<file path="config.mk">
export PLATFORM = sky130hd
export DESIGN_NAME = cache_ctrl_assoc_flat
export DESIGN_NICKNAME = d
export VERILOG_FILES = /design/src/rtl/cache_pkg.sv /design/src/rtl/cache_ctrl_assoc_if.sv /design/src/rtl/mem_ret_pipe.sv /design/src/rtl/cache_ctrl_assoc.sv /design/src/flat_wrapper.sv
export SDC_FILE = /design/constraint.sdc
export NUM_CORES = 1
export LEC_CHECK = 0
export BUFFER_PORTS_ARGS = -buffer_cell sky130_fd_sc_hd__buf_2
export CAP_MARGIN = 20
export CORE_UTILIZATION = 40
export DETAILED_ROUTE_END_ITERATION = 10
export GPL_ROUTABILITY_DRIVEN = 1
export PLACE_DENSITY = 0.65
export SKIP_CTS_REPAIR_TIMING = 1
export SLEW_MARGIN = 20
export SYNTH_ARGS = -nofsm -noshare
export SYNTH_HDL_FRONTEND = slang
export SYNTH_SLANG_ARGS = --single-unit
</file>
<file path="constraint.sdc">
create_clock -name clk -period 2.85 [get_ports clk]
set_clock_uncertainty 0.15 [all_clocks]
set_input_delay 0.1425 -clock clk [delete_from_list [all_inputs] [get_ports clk]]
set_output_delay 0.1425 -clock clk [all_outputs]
set_load 0.005 [all_outputs]
</file>
<file path="src/rtl/cache_pkg.sv">
// Shared definitions for the set-associative cache controller: state encoding,
// width derivation helpers and the victim-way selection rule.
package cache_pkg;

    typedef enum logic [1:0] {
        IDLE   = 2'd0,
        WB     = 2'd1,
        FILL   = 2'd2,
        FINISH = 2'd3
    } state_t;

    localparam int MAX_WAYS = 4;

    function automatic int off_w(input int words);
        return (words <= 1) ? 1 : $clog2(words);
    endfunction

    function automatic int vic_w(input int ways);
        return (ways <= 1) ? 1 : $clog2(ways);
    endfunction

    // Lowest-indexed invalid way wins; with every way valid, fall back to the pointer.
    function automatic logic [1:0] pick_victim(input logic [MAX_WAYS-1:0] valid,
                                               input int ways,
                                               input logic [1:0] ptr);
        logic [1:0] v;
        v = ptr;
        for (int i = MAX_WAYS - 1; i >= 0; i--) begin
            if (i < ways && !valid[i]) v = 2'(i);
        end
        return v;
    endfunction

endpackage

</file>
<file path="src/rtl/cache_ctrl_assoc_if.sv">
// Controller-side bundle: CPU request, bank status/control and memory request signals.
interface cache_ctrl_assoc_if #(
    parameter int WAYS  = 2,
    parameter int WORDS = 4
);
    localparam int OFFW = cache_pkg::off_w(WORDS);

    logic            rd;
    logic            wr;
    logic [WAYS-1:0] hit;
    logic [WAYS-1:0] valid;
    logic [WAYS-1:0] dirty;
    logic            cache_err;
    logic            mem_stall;
    logic            mem_err;

    logic            comp;
    logic            cache_wr;
    logic [WAYS-1:0] way_en;
    logic [OFFW-1:0] cache_off;
    logic            mem_rd;
    logic            mem_wr;
    logic [OFFW-1:0] mem_off;
    logic            mem_victim;
    logic            fill_sel;
    logic            stall;
    logic            done;
    logic            cpu_hit;
    logic            err;

    modport master (
        input  rd, wr, hit, valid, dirty, cache_err, mem_stall, mem_err,
        output comp, cache_wr, way_en, cache_off, mem_rd, mem_wr, mem_off,
               mem_victim, fill_sel, stall, done, cpu_hit, err
    );

    modport slave (
        output rd, wr, hit, valid, dirty, cache_err, mem_stall, mem_err,
        input  comp, cache_wr, way_en, cache_off, mem_rd, mem_wr, mem_off,
               mem_victim, fill_sel, stall, done, cpu_hit, err
    );

endinterface

</file>
<file path="src/rtl/mem_ret_pipe.sv">
// Tracks accepted memory reads; a valid bit emerges MEM_LAT cycles after each issue.
module mem_ret_pipe #(
    parameter int MEM_LAT = 4
) (
    input  logic clk,
    input  logic rst,
    input  logic issue,
    input  logic flush,
    output logic ret_valid
);

    logic [MEM_LAT-1:0] sr;

    // The concatenation drops the oldest bit, which also covers MEM_LAT == 1.
    always_ff @(posedge clk or posedge rst) begin
        if (rst)        sr <= '0;
        else if (flush) sr <= '0;
        else            sr <= MEM_LAT'({sr, issue});
    end

    assign ret_valid = sr[MEM_LAT-1];

endmodule

</file>
<file path="src/rtl/cache_ctrl_assoc.sv">
// Write-back, write-allocate controller for a WAYS-way set-associative cache with
// counted multi-word writeback/fill against a fixed-latency, stallable memory.
module cache_ctrl_assoc
    import cache_pkg::*;
#(
    parameter int WAYS    = 2,
    parameter int WORDS   = 4,
    parameter int MEM_LAT = 4
) (
    input logic                clk,
    input logic                rst,
    cache_ctrl_assoc_if.master bus
);

    localparam int OFFW = off_w(WORDS);
    localparam int VW   = vic_w(WAYS);
    localparam int CW   = OFFW + 1;
    localparam logic [CW-1:0] LAST = CW'(WORDS - 1);

    state_t          state, state_n;
    logic [CW-1:0]   iss_cnt, ret_cnt;
    logic [VW-1:0]   vic, vptr, vsel;
    logic            req_wr, err_flag;
    logic [WAYS-1:0] hv, hit_oh, vsel_oh, vic_oh;
    logic [MAX_WAYS-1:0] valid4;
    logic            vic_dirty, fault, ret_valid;
    logic            miss, iss_acc, rd_acc, ret_wr, flush, ok_done;

    mem_ret_pipe #(.MEM_LAT(MEM_LAT)) u_ret (
        .clk       (clk),
        .rst       (rst),
        .issue     (rd_acc),
        .flush     (flush),
        .ret_valid (ret_valid)
    );

    always_comb begin
        valid4 = '0;
        valid4[WAYS-1:0] = bus.valid;
        vsel = VW'(pick_victim(valid4, WAYS, 2'(vptr)));
    end

    assign hv        = bus.hit & bus.valid;
    assign hit_oh    = hv & (~hv + WAYS'(1));
    assign vsel_oh   = WAYS'(1) << vsel;
    assign vic_oh    = WAYS'(1) << vic;
    assign vic_dirty = |(vsel_oh & bus.valid & bus.dirty);
    assign fault     = bus.cache_err | bus.mem_err;

    always_comb begin
        state_n        = state;
        bus.comp       = 1'b0;
        bus.cache_wr   = 1'b0;
        bus.way_en     = '0;
        bus.cache_off  = '0;
        bus.mem_rd     = 1'b0;
        bus.mem_wr     = 1'b0;
        bus.mem_off    = '0;
        bus.mem_victim = 1'b0;
        bus.fill_sel   = 1'b0;
        bus.stall      = 1'b0;
        bus.done       = 1'b0;
        bus.cpu_hit    = 1'b0;
        bus.err        = 1'b0;
        miss           = 1'b0;
        iss_acc        = 1'b0;
        rd_acc         = 1'b0;
        ret_wr         = 1'b0;
        flush          = 1'b0;
        ok_done        = 1'b0;
        // Outputs are forced quiet while reset is held, even with a request pending.
        if (!rst) begin
            unique case (state)
                IDLE: begin
                    if (bus.rd && bus.wr) begin
                        bus.done = 1'b1;
                        bus.err  = 1'b1;
                    end else if (bus.rd || bus.wr) begin
                        bus.comp   = 1'b1;
                        bus.way_en = '1;
                        if (|hv) begin
                            bus.way_en   = hit_oh;
                            bus.cache_wr = bus.wr;
                            bus.done     = 1'b1;
                            bus.cpu_hit  = 1'b1;
                            ok_done      = 1'b1;
                        end else begin
                            bus.stall = 1'b1;
                            miss      = 1'b1;
                            state_n   = vic_dirty ? WB : FILL;
                        end
                    end
                end
                WB: begin
                    bus.stall = 1'b1;
                    if (fault) begin
                        flush   = 1'b1;
                        state_n = FINISH;
                    end else begin
                        bus.mem_wr     = 1'b1;
                        bus.mem_victim = 1'b1;
                        bus.way_en     = vic_oh;
                        bus.cache_off  = iss_cnt[OFFW-1:0];
                        bus.mem_off    = iss_cnt[OFFW-1:0];
                        iss_acc        = !bus.mem_stall;
                        if (iss_acc && iss_cnt == LAST) state_n = FILL;
                    end
                end
                FILL: begin
                    bus.stall = 1'b1;
                    if (fault) begin
                        flush   = 1'b1;
                        state_n = FINISH;
                    end else begin
                        if (iss_cnt <= LAST) begin
                            bus.mem_rd  = 1'b1;
                            bus.mem_off = iss_cnt[OFFW-1:0];
                            iss_acc     = !bus.mem_stall;
                            rd_acc      = iss_acc;
                        end
                        if (ret_valid) begin
                            bus.cache_wr  = 1'b1;
                            bus.fill_sel  = 1'b1;
                            bus.way_en    = vic_oh;
                            bus.cache_off = ret_cnt[OFFW-1:0];
                            ret_wr        = 1'b1;
                            if (ret_cnt == LAST) state_n = FINISH;
                        end
                    end
                end
                FINISH: begin
                    bus.comp     = 1'b1;
                    bus.way_en   = vic_oh;
                    bus.done     = 1'b1;
                    bus.stall    = 1'b1;
                    bus.err      = err_flag;
                    bus.cache_wr = req_wr && !err_flag;
                    ok_done      = !err_flag;
                    state_n      = IDLE;
                end
            endcase
        end
    end

    always_ff @(posedge clk or posedge rst) begin
        if (rst) begin
            state    <= IDLE;
            iss_cnt  <= '0;
            ret_cnt  <= '0;
            vic      <= '0;
            vptr     <= '0;
            req_wr   <= 1'b0;
            err_flag <= 1'b0;
        end else begin
            state <= state_n;
            if (miss) begin
                vic    <= vsel;
                req_wr <= bus.wr;
            end
            if (flush || state == FINISH) begin
                iss_cnt <= '0;
                ret_cnt <= '0;
            end else begin
                // The issue counter is reused: cleared between writeback and fill.
                if (iss_acc) iss_cnt <= (state == WB && iss_cnt == LAST) ? '0 : iss_cnt + CW'(1);
                if (ret_wr)  ret_cnt <= ret_cnt + CW'(1);
            end
            if (flush)                err_flag <= 1'b1;
            else if (state == FINISH) err_flag <= 1'b0;
            if (ok_done && WAYS > 1)  vptr <= vptr + VW'(1);
        end
    end

endmodule

</file>
<file path="src/flat_wrapper.sv">
// flat-port wrapper written by rule: the top's interface ports become plain ports
module cache_ctrl_assoc_flat import cache_pkg::*;
#(
    parameter int WAYS    = 2,
    parameter int WORDS   = 4,
    parameter int MEM_LAT = 4
)
  (clk, rst, bus_rd, bus_wr, bus_hit, bus_valid, bus_dirty, bus_cache_err, bus_mem_stall, bus_mem_err, bus_comp, bus_cache_wr, bus_way_en, bus_cache_off, bus_mem_rd, bus_mem_wr, bus_mem_off, bus_mem_victim, bus_fill_sel, bus_stall, bus_done, bus_cpu_hit, bus_err);
  cache_ctrl_assoc_if #(.WAYS(WAYS), .WORDS(WORDS)) bus_i ();
  input logic clk;
  input logic rst;
  input wire logic [$bits(bus_i.rd)-1:0] bus_rd;
  input wire logic [$bits(bus_i.wr)-1:0] bus_wr;
  input wire logic [$bits(bus_i.hit)-1:0] bus_hit;
  input wire logic [$bits(bus_i.valid)-1:0] bus_valid;
  input wire logic [$bits(bus_i.dirty)-1:0] bus_dirty;
  input wire logic [$bits(bus_i.cache_err)-1:0] bus_cache_err;
  input wire logic [$bits(bus_i.mem_stall)-1:0] bus_mem_stall;
  input wire logic [$bits(bus_i.mem_err)-1:0] bus_mem_err;
  output wire logic [$bits(bus_i.comp)-1:0] bus_comp;
  output wire logic [$bits(bus_i.cache_wr)-1:0] bus_cache_wr;
  output wire logic [$bits(bus_i.way_en)-1:0] bus_way_en;
  output wire logic [$bits(bus_i.cache_off)-1:0] bus_cache_off;
  output wire logic [$bits(bus_i.mem_rd)-1:0] bus_mem_rd;
  output wire logic [$bits(bus_i.mem_wr)-1:0] bus_mem_wr;
  output wire logic [$bits(bus_i.mem_off)-1:0] bus_mem_off;
  output wire logic [$bits(bus_i.mem_victim)-1:0] bus_mem_victim;
  output wire logic [$bits(bus_i.fill_sel)-1:0] bus_fill_sel;
  output wire logic [$bits(bus_i.stall)-1:0] bus_stall;
  output wire logic [$bits(bus_i.done)-1:0] bus_done;
  output wire logic [$bits(bus_i.cpu_hit)-1:0] bus_cpu_hit;
  output wire logic [$bits(bus_i.err)-1:0] bus_err;
  assign bus_i.rd = bus_rd;
  assign bus_i.wr = bus_wr;
  assign bus_i.hit = bus_hit;
  assign bus_i.valid = bus_valid;
  assign bus_i.dirty = bus_dirty;
  assign bus_i.cache_err = bus_cache_err;
  assign bus_i.mem_stall = bus_mem_stall;
  assign bus_i.mem_err = bus_mem_err;
  assign bus_comp = bus_i.comp;
  assign bus_cache_wr = bus_i.cache_wr;
  assign bus_way_en = bus_i.way_en;
  assign bus_cache_off = bus_i.cache_off;
  assign bus_mem_rd = bus_i.mem_rd;
  assign bus_mem_wr = bus_i.mem_wr;
  assign bus_mem_off = bus_i.mem_off;
  assign bus_mem_victim = bus_i.mem_victim;
  assign bus_fill_sel = bus_i.fill_sel;
  assign bus_stall = bus_i.stall;
  assign bus_done = bus_i.done;
  assign bus_cpu_hit = bus_i.cpu_hit;
  assign bus_err = bus_i.err;
  cache_ctrl_assoc #(.WAYS(WAYS), .WORDS(WORDS), .MEM_LAT(MEM_LAT)) u_core (.clk(clk), .rst(rst), .bus(bus_i));
endmodule
</file>
==> flow_metrics.py <==
metrics = {
    "timing": {
        "fmax_mhz": 410,
        "period_needed_ns": 2.44,
        "timing.final.crit_share_pct": 85.5,
        "final.setup.tns_ns": 0,
        "slew_violations": 0,
        "hold_slack_ns": 0.0451,
        "hold_viol": 0,
        "relSlewSlack_pct": 45.4,
        "worstMarginPinSlew_ns": 0.810,
        "setup_viol": 0,
        "rsz0062_at_grt": "false",
        "fin_ws_ns": 0.413,
    },
    "outcome": {
        "status": "finished clean",
    },
    "floorplan": {
        "die_w_um": 56.0,
        "core_area_mm2": 0.00276,
        "ios": 29,
        "fp.dieH_um": 56.0,
        "initial_core_util_pct": 42.2,
        "dieArea_mm2": 0.00313,
        "row_count": 19,
    },
    "clock_tree": {
        "max-clock-path-buffers": 2,
        "cts.sinks": 16,
        "cts_tree": "done",
        "htreeDepth": 1,
        "clk_pin_slew_ns": 0.10,
        "cts_made_buffers": 3,
        "clockRootBuffer": "clkbuf_4",
        "clk_latency_ns": 0.29,
    },
    "pwr": {
        "p_per_area_mw_per_mm2": 671,
        "vdd_drop_max_uv": 514,
        "p_total_uw": 937,
        "p_leak_uw": 0.000691,
    },
    "finish": {
        "finalCoreUtilization_pct": 50.6,
        "final_nets": 189,
        "diodes": 0,
        "drive_gt1_share_pct": 23.6,
        "n_fill_cell": 273,
        "area_growth_pct": 19.9,
    },
    "critical_path": {
        "crit_arrival_ns": 2.14,
        "path_common_cell": "nor2_1",
        "critPathMaxStageDelay_ns": 0.53,
        "cp.buffers_inverters": 2,
        "slowest_stage": "or4b_1",
        "required_ns": 2.56,
        "start_kind": "register",
        "end_kind": "output pin",
        "crit_fanout": 11,
        "cp_top_family": "simple AND/OR/NAND/NOR gates",
        "cp_cell_sequence": "inv_1, ha_1, or4b_1, nor2_1, a2bb2oi_1, nor2_1, buf_2",
        "crit_type": "reg -> out",
    },
    "place": {
        "dp_hpwl_mm": 2.15,
        "routabilityCongestion": 0.842,
        "pre_cts_ws_ns": 0.691,
        "portBuffers": 28,
    },
    "yosys": {
        "synth_top_cell_by_area": "dfrtp_1",
        "ys_ff_latch": 16,
        "yosys_warnings": 0,
        "synth_edf_count": 0,
        "netlist_instances": 133,
        "yosysSeqAreaShare_pct": 34.4,
        "synth_common_cells": "dfrtp_1, nor2_1, inv_1",
        "synthDistinctLibCells": 39,
        "synth_nets": 156,
        "syn-cell-area_mm2": 0.00116,
        "async_reset_ff_share_pct": 100,
        "synthTopCellsByArea": "dfrtp_1, ha_1, o21ai_0",
        "synth_top_area_share_pct": 34.4,
        "syn_avg_cell_area_um2": 8.76,
        "ys.flop_type": "dfrtp_1",
    },
    "flow_run": {
        "maxCapViolCount": 0,
    },
    "global_route": {
        "grt_use_met2_pct": 28.1,
        "antenna_found_initial": 0,
        "met1_usage_pct": 25.9,
        "grt_pass1_wl_mm": 4.57,
        "gr-usage-met3_pct": 4.19,
        "grt_pass1_vias": 949,
        "grt.busiest_layer": "met2",
        "grt_util_all_layers_pct": 18.7,
        "grt_max_degree": 13,
        "overflow": 0,
    },
    "drt": {
        "drc": 0,
        "drt.antenna.violating_nets": 0,
        "drt-total-wl_mm": 2.74,
        "first_pass_iters": 4,
        "first_iter_violations": 48,
        "dr_total_vias": 1092,
        "wl_per_cell_um": 14.0,
        "vias_per_cell": 5.57,
    },
    "min_path": {
        "hp-class": "in -> reg",
    },
}
layer usage:
| metal | part of all wire, % | wire, um | up-vias |
|---|---|---|---|
| li1 | - | - | 538 |
| met1 | 46 | 1270 | 518 |
| met4 | 1.4 | 38 | 0 |
| met2 | 47 | 1290 | 31 |
| met3 | 5.0 | 138 | 5 |
| met5 | 0 | 0 | - |
power by group:
| part | internal [uW] | leakage, uW | switching [uW] | total [uW] |
|---|---|---|---|---|
| registers | 276 | 0.000212 | 42.9 | 319 |
| logic | 191 | 0.000458 | 277 | 468 |
| clock network | 77.8 | 0.0000210 | 72.6 | 150 |
worst paths after layout:
path	startpoint	to	slack, ns	depth (start not counted)
min reg2reg	u_core.u_ret.sr[2]$_DFF_PP0_	u_core.u_ret.sr[3]$_DFF_PP0_	0.32	1
min in group asynchronous	rst	u_core.iss_cnt[0]$_DFFE_PP0P_	0.31	3
max reg2reg	u_core.state[0]$_DFFE_PP0P_	u_core.iss_cnt[0]$_DFFE_PP0P_	0.68	6
max	u_core.state[0]$_DFFE_PP0P_	bus_cache_wr	0.41	7
max in group asynchronous	rst	u_core.vptr$_DFFE_PP0P_	1.74	4
min	bus_wr	u_core.req_wr$_DFFE_PP0P_	0.05	3
worst reg2reg max path, stage by stage, from the launching register on:
cell and delay, ns:
dfrtp_1 0.39, inv_1 0.10, ha_1 0.40, nand2b_2 0.14, or2_4 0.27, or4_1 0.51
a21oi_1 0.13
state kept, by name, summed over array words and instances, names as in the netlist:
register / flops
u_core.u_ret.sr: 4
u_core.err_flag: 1
u_core.vic: 1
u_core.req_wr: 1
u_core.ret_cnt: 3
u_core.state: 2
u_core.vptr: 1
u_core.iss_cnt: 3
cell usage in the layout (no fill, tap or decap), types with 3 or more instances in the layout:
cell           synthesis  final
buf_2                  2     28
nor2_1                16     16
dfrtp_1               16     16
inv_1                 13     13
o21ai_0               12     12
ha_1                  10     10
nand2_1                8      8
a21oi_1                6      6
a22oi_1                4      4
o22ai_1                4      4
and2_1                 4      4
mux2i_1                3      3
nor2b_1                3      3
clkbuf_4               0      3
dlygate4sd3_1          0      3
through the flow:
step	std cells	instance area, um^2
2_1_floorplan	133	1160
3_5_place_dp	189	1330
4_1_cts	193	1370
6_report	196	1400
3_3_place_gp	189	1330
5_1_grt	196	1400
cells by family after synthesis:
| group | count (synthesis) | share of synthesized area (%) |
|---|---|---|
| muxes | 4 | 3.54 |
| buffers and inverters | 17 | 6.02 |
| DFF | 16 | 34.4 |
| AOI/OAI and AO/OA | 34 | 18.0 |
| adders and majority gates | 10 | 10.7 |
| xor gates and xnor gates | 2 | 1.50 |
| and+or+nand+nor | 50 | 25.8 |
final cells by class:
class	count	area (um^2)	share of cell area [%]
well taps	31	38.8	2.78
inverters	13	48.8	3.49
multi-input cells	100	694	49.7
clock buffers	4	36.3	2.60
repair buffers	32	178	12.7
flip-flops and latches	16	400	28.7
No activity file was read; power rests on OpenSTA's default activity.
